## src/rtl/shift_scale_pkg.sv

```systemverilog
// Shared widths, FSM encoding and the widening shift for shift_scale_arbiter.
package shift_scale_pkg;

  localparam int N_REQ  = 4;
  localparam int DATA_W = 4;
  localparam int SH_W   = 2;
  localparam int OUT_W  = 6;
  localparam int ID_W   = 2;
  localparam int CNT_W  = 16;

  typedef enum logic [1:0] {IDLE, RUN, HOLD} state_e;

  // Computed at 32 bits so callers with any width set can narrow the result themselves.
  function automatic logic [31:0] full_shift(input logic [31:0] d, input logic [31:0] sh);
    return d << sh;
  endfunction

endpackage

```

## src/rtl/shift_scale_arbiter_rr.sv

```systemverilog
// Round-robin arbiter: grants the first requester at or after the pointer.
module rr_arbiter #(
  parameter int N_REQ = 4,
  parameter int ID_W  = 2
) (
  input  logic             clk,
  input  logic             rst_n,
  input  logic [N_REQ-1:0] req_i,
  input  logic             en_i,
  output logic [N_REQ-1:0] gnt_o,
  output logic [ID_W-1:0]  gnt_idx_o
);

  logic [ID_W-1:0] ptr_q, ptr_d, idx;
  logic            found;

  // N_REQ is a power of two, so ID_W-bit addition wraps modulo N_REQ.
  always_comb begin
    gnt_o     = '0;
    gnt_idx_o = '0;
    found     = 1'b0;
    idx       = '0;
    for (int k = 0; k < N_REQ; k++) begin
      idx = ptr_q + ID_W'(k);
      if (!found && en_i && req_i[idx]) begin
        found      = 1'b1;
        gnt_o[idx] = 1'b1;
        gnt_idx_o  = idx;
      end
    end
    ptr_d = found ? gnt_idx_o + 1'b1 : ptr_q;
  end

  always_ff @(posedge clk or negedge rst_n) begin
    if (!rst_n) ptr_q <= '0;
    else        ptr_q <= ptr_d;
  end

endmodule

```

## src/rtl/shift_scale_arbiter.sv

```systemverilog
// Round-robin shared shift-left scaler with one registered output stage.
// Define SATURATE_EN to clamp overflowing results to all ones and flag out_ovf.
module shift_scale_arbiter
  import shift_scale_pkg::*;
#(
  parameter int N_REQ  = shift_scale_pkg::N_REQ,
  parameter int DATA_W = shift_scale_pkg::DATA_W,
  parameter int SH_W   = shift_scale_pkg::SH_W,
  parameter int OUT_W  = shift_scale_pkg::OUT_W,
  parameter int ID_W   = shift_scale_pkg::ID_W,
  parameter int CNT_W  = shift_scale_pkg::CNT_W
) (
  input  logic                    clk,
  input  logic                    rst_n,
  input  logic [N_REQ-1:0]        req_valid,
  output logic [N_REQ-1:0]        req_ready,
  input  logic [N_REQ*DATA_W-1:0] req_data,
  input  logic [N_REQ*SH_W-1:0]   req_shamt,
  output logic                    out_valid,
  input  logic                    out_ready,
  output logic [OUT_W-1:0]        out_data,
  output logic [ID_W-1:0]         out_id,
  output logic                    out_ovf,
  output logic [CNT_W-1:0]        stall_cnt
);

  localparam int FULL_W = DATA_W + (1 << SH_W) - 1;

  logic [N_REQ-1:0][DATA_W-1:0] data_a;
  logic [N_REQ-1:0][SH_W-1:0]   sh_a;
  logic [N_REQ-1:0]             gnt;
  logic [ID_W-1:0]              gnt_idx;
  logic                         gnt_any, can_accept;
  logic [FULL_W-1:0]            full;
  logic [OUT_W-1:0]             res_d, data_q;
  logic [ID_W-1:0]              id_q;
  logic                         valid_q;
  logic [CNT_W-1:0]             stall_q;
  state_e                       state_q, state_d;

  assign data_a     = req_data;
  assign sh_a       = req_shamt;
  assign can_accept = !valid_q || out_ready;
  assign gnt_any    = |gnt;
  assign req_ready  = gnt;

  rr_arbiter #(.N_REQ(N_REQ), .ID_W(ID_W)) u_arb (
    .clk       (clk),
    .rst_n     (rst_n),
    .req_i     (req_valid),
    .en_i      (can_accept),
    .gnt_o     (gnt),
    .gnt_idx_o (gnt_idx)
  );

  assign full = FULL_W'(full_shift(32'(data_a[gnt_idx]), 32'(sh_a[gnt_idx])));

`ifdef SATURATE_EN
  logic ovf_d, ovf_q;
  assign ovf_d   = |full[FULL_W-1:OUT_W];
  assign res_d   = ovf_d ? '1 : full[OUT_W-1:0];
  assign out_ovf = ovf_q;

  always_ff @(posedge clk or negedge rst_n) begin
    if (!rst_n)       ovf_q <= 1'b0;
    else if (gnt_any) ovf_q <= ovf_d;
  end
`else
  logic unused_hi;
  assign unused_hi = ^full[FULL_W-1:OUT_W];
  assign res_d     = full[OUT_W-1:0];
  assign out_ovf   = 1'b0;
`endif

  // A grant always reloads, so drain-and-refill in one cycle has no bubble.
  always_ff @(posedge clk or negedge rst_n) begin
    if (!rst_n) begin
      valid_q <= 1'b0;
      data_q  <= '0;
      id_q    <= '0;
    end else if (gnt_any) begin
      valid_q <= 1'b1;
      data_q  <= res_d;
      id_q    <= gnt_idx;
    end else if (out_ready) begin
      valid_q <= 1'b0;
    end
  end

  always_ff @(posedge clk or negedge rst_n) begin
    if (!rst_n)                                      stall_q <= '0;
    else if (valid_q && !out_ready && stall_q != '1) stall_q <= stall_q + 1'b1;
  end

  always_comb begin
    state_d = state_q;
    unique case (state_q)
      IDLE:    if (gnt_any) state_d = RUN;
      RUN:     if (!out_ready) state_d = HOLD;
               else if (!gnt_any) state_d = IDLE;
      HOLD:    if (out_ready) state_d = gnt_any ? RUN : IDLE;
      default: state_d = IDLE;
    endcase
  end

  always_ff @(posedge clk or negedge rst_n) begin
    if (!rst_n) state_q <= IDLE;
    else        state_q <= state_d;
  end

  assign out_valid = valid_q;
  assign out_data  = data_q;
  assign out_id    = id_q;
  assign stall_cnt = stall_q;

endmodule

```

## config.mk

```make
export PLATFORM = sky130hd
export DESIGN_NAME = shift_scale_arbiter
export DESIGN_NICKNAME = d
export VERILOG_FILES = /design/src/rtl/shift_scale_pkg.sv /design/src/rtl/shift_scale_arbiter_rr.sv /design/src/rtl/shift_scale_arbiter.sv
export SDC_FILE = /design/constraint.sdc
export NUM_CORES = 1
export LEC_CHECK = 0
export BUFFER_PORTS_ARGS = -buffer_cell sky130_fd_sc_hd__buf_2
export CORE_MARGIN = 2
export CORE_UTILIZATION = 50
export DETAILED_ROUTE_END_ITERATION = 16
export PLACE_DENSITY_LB_ADDON = 0.1
export SLEW_MARGIN = 20
export SYNTH_ARGS = -nofsm -noshare
export SYNTH_HDL_FRONTEND = slang
export SYNTH_SLANG_ARGS = --single-unit
```

## constraint.sdc

```tcl
create_clock -name clk -period 3.9 [get_ports clk]
set_input_delay 0 -clock clk [delete_from_list [all_inputs] [get_ports clk]]
set_output_delay 0 -clock clk [all_outputs]
set_load 0.01 [all_outputs]
```

**Yosys cells after proc, flatten, opt, wreduce, memory -nomap -nowiden**

Index checks and enable logic that the tools add are counted.
Widths: inputs -> output; s select.

- Bits in registers: 27
- Bits of input ports: 31
- Output and inout bits: 30
- Word-level logic and storage cells: 79

- Bitwise gates (word level): 3
- Shift-type cells: 1
- Mux-type cells: 34
- Eq/ne operators: 1
- Reduce and logical (&&, ||, !) cells: 21
- Add/sub/neg operators: 5
- Magnitude comparators: 9

Operator list:

| kind | number |
|---|---|
| $mux 4 | 5 |
| $add 16x1->16 const B | 1 |
| $ne 16x16->1 const B | 1 |
| $lt 2x3->1 const B | 5 |
| $mux 1 | 14 |
| $logic_and 1x1->1 | 13 |
| $or 4x4->4 | 3 |
| $mux 2 | 5 |
| $bmux 1 s2 | 4 |
| $bmux 4 s2 | 1 |
| $demux 1 s2 | 4 |
| $ge 2x1->1 const B | 4 |
| $shl 4x2->6 | 1 |
| $logic_not 1->1 | 5 |
| $add 2x1->2 const B | 2 |
| $add 2x2->2 const B | 2 |
| $bmux 2 s2 | 1 |
| $reduce_or 4->1 | 1 |
| $reduce_bool 2->1 | 1 |
| $logic_or 1x1->1 | 1 |

**Depth between registers and ports, before layout**

- Depth in word-level cells: 19
- Gate-level depth with buffers: 12
- Gate-level depth less buffers: 9

**Cells and area by module**

From an unflattened synthesis, not the netlist that was laid out.

- Cells, all modules: 179
- Area total of the unflattened synthesis: 1950.6 µm²

Modules (own cells, without submodules):

| module | area an instance (µm²) | seq. area each (µm²) | cells an instance | times used |
|---|---|---|---|---|
| shift_scale_arbiter | 1401.3 | 625.6 | 118 | 1 |
| rr_arbiter | 549.3 | 50.0 | 61 | 1 |

**Worst setup path after synthesis**

Ideal clock, no wire load.

- Kind: reg2reg
- Start: reg u_arb.ptr_q[0]
- End: reg data_q[0], in the netlist out_data[0]
- Library setup time: 0.122 ns
- Period minus slack after synthesis: 3.292 ns
- Required time: 3.778 ns
- Stages on the path, launching flop included: 13
- Path slack: 0.608 ns
- Path buffers: 3
- Arrival: 3.171 ns
- Cell sequence: dfrtp_1 > buf_6 > inv_1 > ha_1 > buf_6 > mux4_2 > nor2b_4 > nor4_4 > or2_2 > buf_6 > o21ai_1 > or2_2 > a32o_1

- Cells in the longest elaborated chain, start to end: 19
- Elaborated cells between the ends (all ways): 61
- Classes of those cells: add/sub (3); order compare (8); shift (1); mux (31); bitwise (3); reduce/logical (15)

Ends and longest elaborated chain:

| what | line | RTL |
|---|---|---|
| start: declaration | shift_scale_arbiter_rr.sv:14 | `logic [ID_W-1:0] ptr_q, ptr_d, idx;` |
| start signal: assignment | shift_scale_arbiter_rr.sv:36 | `else ptr_q <= ptr_d;` |
| $bmux 1 s2 | shift_scale_arbiter_rr.sv:25 | `if (!found && en_i && req_i[idx]) begin` |
| $mux 1 (not written as such) | shift_scale_arbiter_rr.sv:25 |  |
| $logic_and 1x1->1 | shift_scale_arbiter_rr.sv:25 |  |
| $mux 1 | shift_scale_arbiter_rr.sv:25 |  |
| $logic_not 1->1 | shift_scale_arbiter_rr.sv:25 |  |
| $logic_and 1x1->1 (2 in a row) | shift_scale_arbiter_rr.sv:25 |  |
| $mux 1 | shift_scale_arbiter_rr.sv:25 |  |
| $logic_not 1->1 | shift_scale_arbiter_rr.sv:25 |  |
| $logic_and 1x1->1 (2 in a row) | shift_scale_arbiter_rr.sv:25 |  |
| $mux 1 | shift_scale_arbiter_rr.sv:25 |  |
| $logic_not 1->1 | shift_scale_arbiter_rr.sv:25 |  |
| $logic_and 1x1->1 (2 in a row) | shift_scale_arbiter_rr.sv:25 |  |
| $mux 2 | shift_scale_arbiter_rr.sv:25 |  |
| $bmux 4 s2 or $bmux 2 s2 (tied branches) | shift_scale_arbiter.sv:56 | `assign full = FULL_W'(full_shift(32'(data_a[gnt_idx]), 32'(sh_a[gnt_idx])));` |
| $mux 4 (not written as such) or $mux 2 (tied branches) | shift_scale_arbiter.sv:56 |  |
| $shl 4x2->6 | shift_scale_pkg.sv:15 | `return d << sh;` |
| end signal: assignment | shift_scale_arbiter.sv:83 | `data_q <= res_d;` |
| end: declaration | shift_scale_arbiter.sv:35 | `logic [OUT_W-1:0] res_d, data_q;` |

Parallel ways exist; a longest one is shown, timed or not. The select of a mux whose other input is x is not followed.
A chain may end at the register's enable or synchronous reset.

**Worst setup path after layout**

- Start: reg u_arb.ptr_q[1]
- End: reg data_q[5], in the netlist out_data[5]

The elaborated chain is that of the path after synthesis.

==> flow_summary.json <==
{
  "status": "completed",
  "highest_layer": "met4",
  "worst_setup_path_end_kind": "flop",
  "yosysTopAreaCell": "dfrtp_1",
  "path_clk_slew_ns": 0.10,
  "wl_mm": 4.50,
  "vias": 1848,
  "syn_nets": 259,
  "areaGrowthSynthToFinish_pct": 18.5,
  "ys_types": 54,
  "hold_viol_final": 0,
  "crit_fanout": 10,
  "final.period_utilization_pct": 90.5,
  "htree_levels": 1,
  "critPathKind": "reg2reg",
  "initial_utilization_pct": 52.5,
  "num_rows": 23,
  "r2r_start": "u_arb.ptr_q[1]",
  "clk_latency_ns": 0.27,
  "worstHoldPathCells": 3,
  "setup_viol": 0,
  "seqCellArea_um2": 676,
  "cp_top_family": "multiplexers",
  "syn_area_um2": 2120,
  "clockBufferDepth": 2,
  "fp.dieArea_um2": 4770,
  "grt_pass1_vias": 1728,
  "io_buffer_count": 59,
  "wl_met2_mm": 2.12,
  "reg2reg_to": "out_data[5]",
  "drive_above_1_share_pct": 31.9,
  "cts.sinks": 27,
  "reg2regPathDepth": 9,
  "grt_max_degree": 28,
  "layout_common_cells": "59 x buf_2, 27 x dfrtp_1, 21 x nand2_1",
  "globalRouteTotalUtil_pct": 19.1,
  "die-width_um": 69.1,
  "wl_met3_um": 154,
  "timing.fmax_mhz": 283,
  "ant_nets": 0,
  "synthFlopType": "dfrtp_1",
  "vias_per_cell": 5.62,
  "crit_path_start_kind": "flop",
  "first_pass_iters": 4,
  "final_nets": 320,
  "whs_ns": 0.0631,
  "cts_tree": "done",
  "drc": 0,
  "synth.avg_cell_area_um2": 9.67,
  "clock_skew_ns": 0.00615,
  "ys_ff_latch": 27,
  "critPathBufInv": 1,
  "synth_edf_count": 0,
  "seq_area_frac_synth_pct": 31.9,
  "max_stage_delay_ns": 0.66,
  "drv_slew": 0,
  "power_uw": 1920,
  "arrival_ns": 3.71,
  "fillers": 352,
  "p_per_area_nw_per_um2": 766,
  "worst_slew_pin_slew_ns": 0.669,
  "fp.dieH_um": 69.1,
  "placed_cells": 324,
  "syn_inst": 219,
  "final_common_cell": "buf_2",
  "hp-class": "in2reg",
  "p_leak_uw": 0.00120,
  "relSlewSlack_pct": 55.2,
  "antenna_found_initial": 0,
  "ff2ff_setup_slack_ns": 0.37,
  "rsz0062_at_grt": "no",
  "cp_cell_sequence": "inv_1 > ha_1 > mux4_2 > nor2b_4 > nor4_4 > or2_2 > mux2i_1 > a22oi_1 > o31ai_1",
  "fin_cells": 329,
  "grt_first_pass_wirelength_mm": 7.85,
  "drtIter0Drc": 111,
  "hold_path_end": "out_valid",
  "cts_buffers": 3,
  "synth_async_sr_flop_share_pct": 100,
  "cts_root_buf": "clkbuf_8",
  "yosys-top-cells-area": "dfrtp_1 32%, mux2i_1 6.6%, xnor2_1 5.4%",
  "fin_setup_tns_ns": 0,
  "overflow": 0,
  "n_antenna_cell": 0,
  "ios": 61,
  "dp_hpwl_mm": 3.66,
  "drv_cap": 0,
  "critPathRequiredTime_ns": 4.08,
  "min_from": "out_ready",
  "multiInputGateArea_um2": 1340,
  "detail_route.wl_per_cell_um": 13.7,
  "yosysWarnings": 0,
  "drt-met1-wl_mm": 2.21,
  "ir_worst_vdd_uv": 428,
  "synth_top_area_share_pct": 31.9,
  "cpMaxStageDelayCell": "mux4_2",
  "min_period_ns": 3.53,
  "coreArea_um2": 4030,
  "place_congestion": 0.875
}
==> layout make-up <==
| cell class | instances | share of cell area [%] |
|---|---|---|
| Multi-Input combinational cell | 172 | 53.3 |
| Sequential cell | 27 | 26.9 |
| Timing Repair Buffer | 65 | 13.7 |
| Tap cell | 50 | 2.49 |
| Clock buffer | 3 | 1.65 |
| Inverter | 11 | 1.65 |
| Clock inverter | 1 | 0.299 |
==> tightest hold or removal path, cell delays in order <==
cell      delay (ns)
buf_2           0.09
nand2b_1        0.15
nand2_1         0.06
==> flip-flops by register name, indices dropped and copies added, names as in the netlist <==
register	cells
out_data	6
out_id	2
out_valid	1
stall_cnt	16
u_arb.ptr_q	2
==> how the worst max path moves through the flow <==
stage,from,end,slack (ns),depth (start not counted)
floorplan,u_arb.ptr_q[0],out_data[0],0.61,12
global placement,u_arb.ptr_q[1],out_data[0],0.53,9
detailed placement,u_arb.ptr_q[1],out_data[5],0.41,9
CTS,u_arb.ptr_q[1],out_data[5],0.37,9
global route,u_arb.ptr_q[1],out_data[5],0.11,9
finish,u_arb.ptr_q[1],out_data[5],0.37,9
==> repair_timing <==
action / in CTS / in global routing
hold buffers: 1 / 0
hold endpoints to repair: 27 / 0
setup endpoints to repair: 0 / 0
resized for setup: 0 / 0
setup buffers: 0 / 0
==> synthesized netlist by cell type (2+ instances only) <==
cell      instances
a211oi_1          5
a21oi_1          10
a221o_1           4
a311o_1           2
a31oi_1           2
and3_1            2
and4_1            2
buf_1             2
buf_2             2
buf_6             3
dfrtp_1          27
ha_1              9
inv_1            11
mux2_2            7
mux2i_1          14
mux4_2            4
nand2_1          21
nand2b_1          2
nand3_1           5
nand3b_1          4
nand4_1           4
nor2_1           10
nor2b_1           4
nor3_1           10
o21ai_0           6
o31ai_1           4
or2_2             2
xnor2_1          13
xor2_1            3
==> through the flow <==
stage	area (um^2)	worst slack, ns	utilization, %
after global placement	2450	0.527	60.8
after detailed placement	2450	0.412	60.8
after floorplan	2120	0.608	-
final	2510	0.370	62.3
after CTS	2510	0.370	62.3
after global routing	2510	0.107	62.3
==> power breakdown <==
part	internal [uW]	leakage [uW]	switching, uW	total (uW)
Combinational	592	0.000840	728	1320
Clock	72.5	0.0000217	91.2	164
Sequential	371	0.000343	68.6	439
Total	1030	0.00120	888	1920
==> cells by family after synthesis <==
kind of cell	after synthesis	share of synthesized area [%]
compound gates	46	16.3
xor+xnor	16	6.62
fa+ha+maj	9	5.32
buf+inv	20	4.91
flops	27	31.9
mux	25	14.6
other cells	1	0.177
simple gates	75	20.2
==> layer usage <==
layer / up-vias / global-route usage [%]
met5: - / 0
met4: 0 / 5.01
met3: 4 / 0.877
met2: 45 / 30.9
met1: 872 / 28.1
li1: 927 / -
Power figures use the tool's default switching activity.
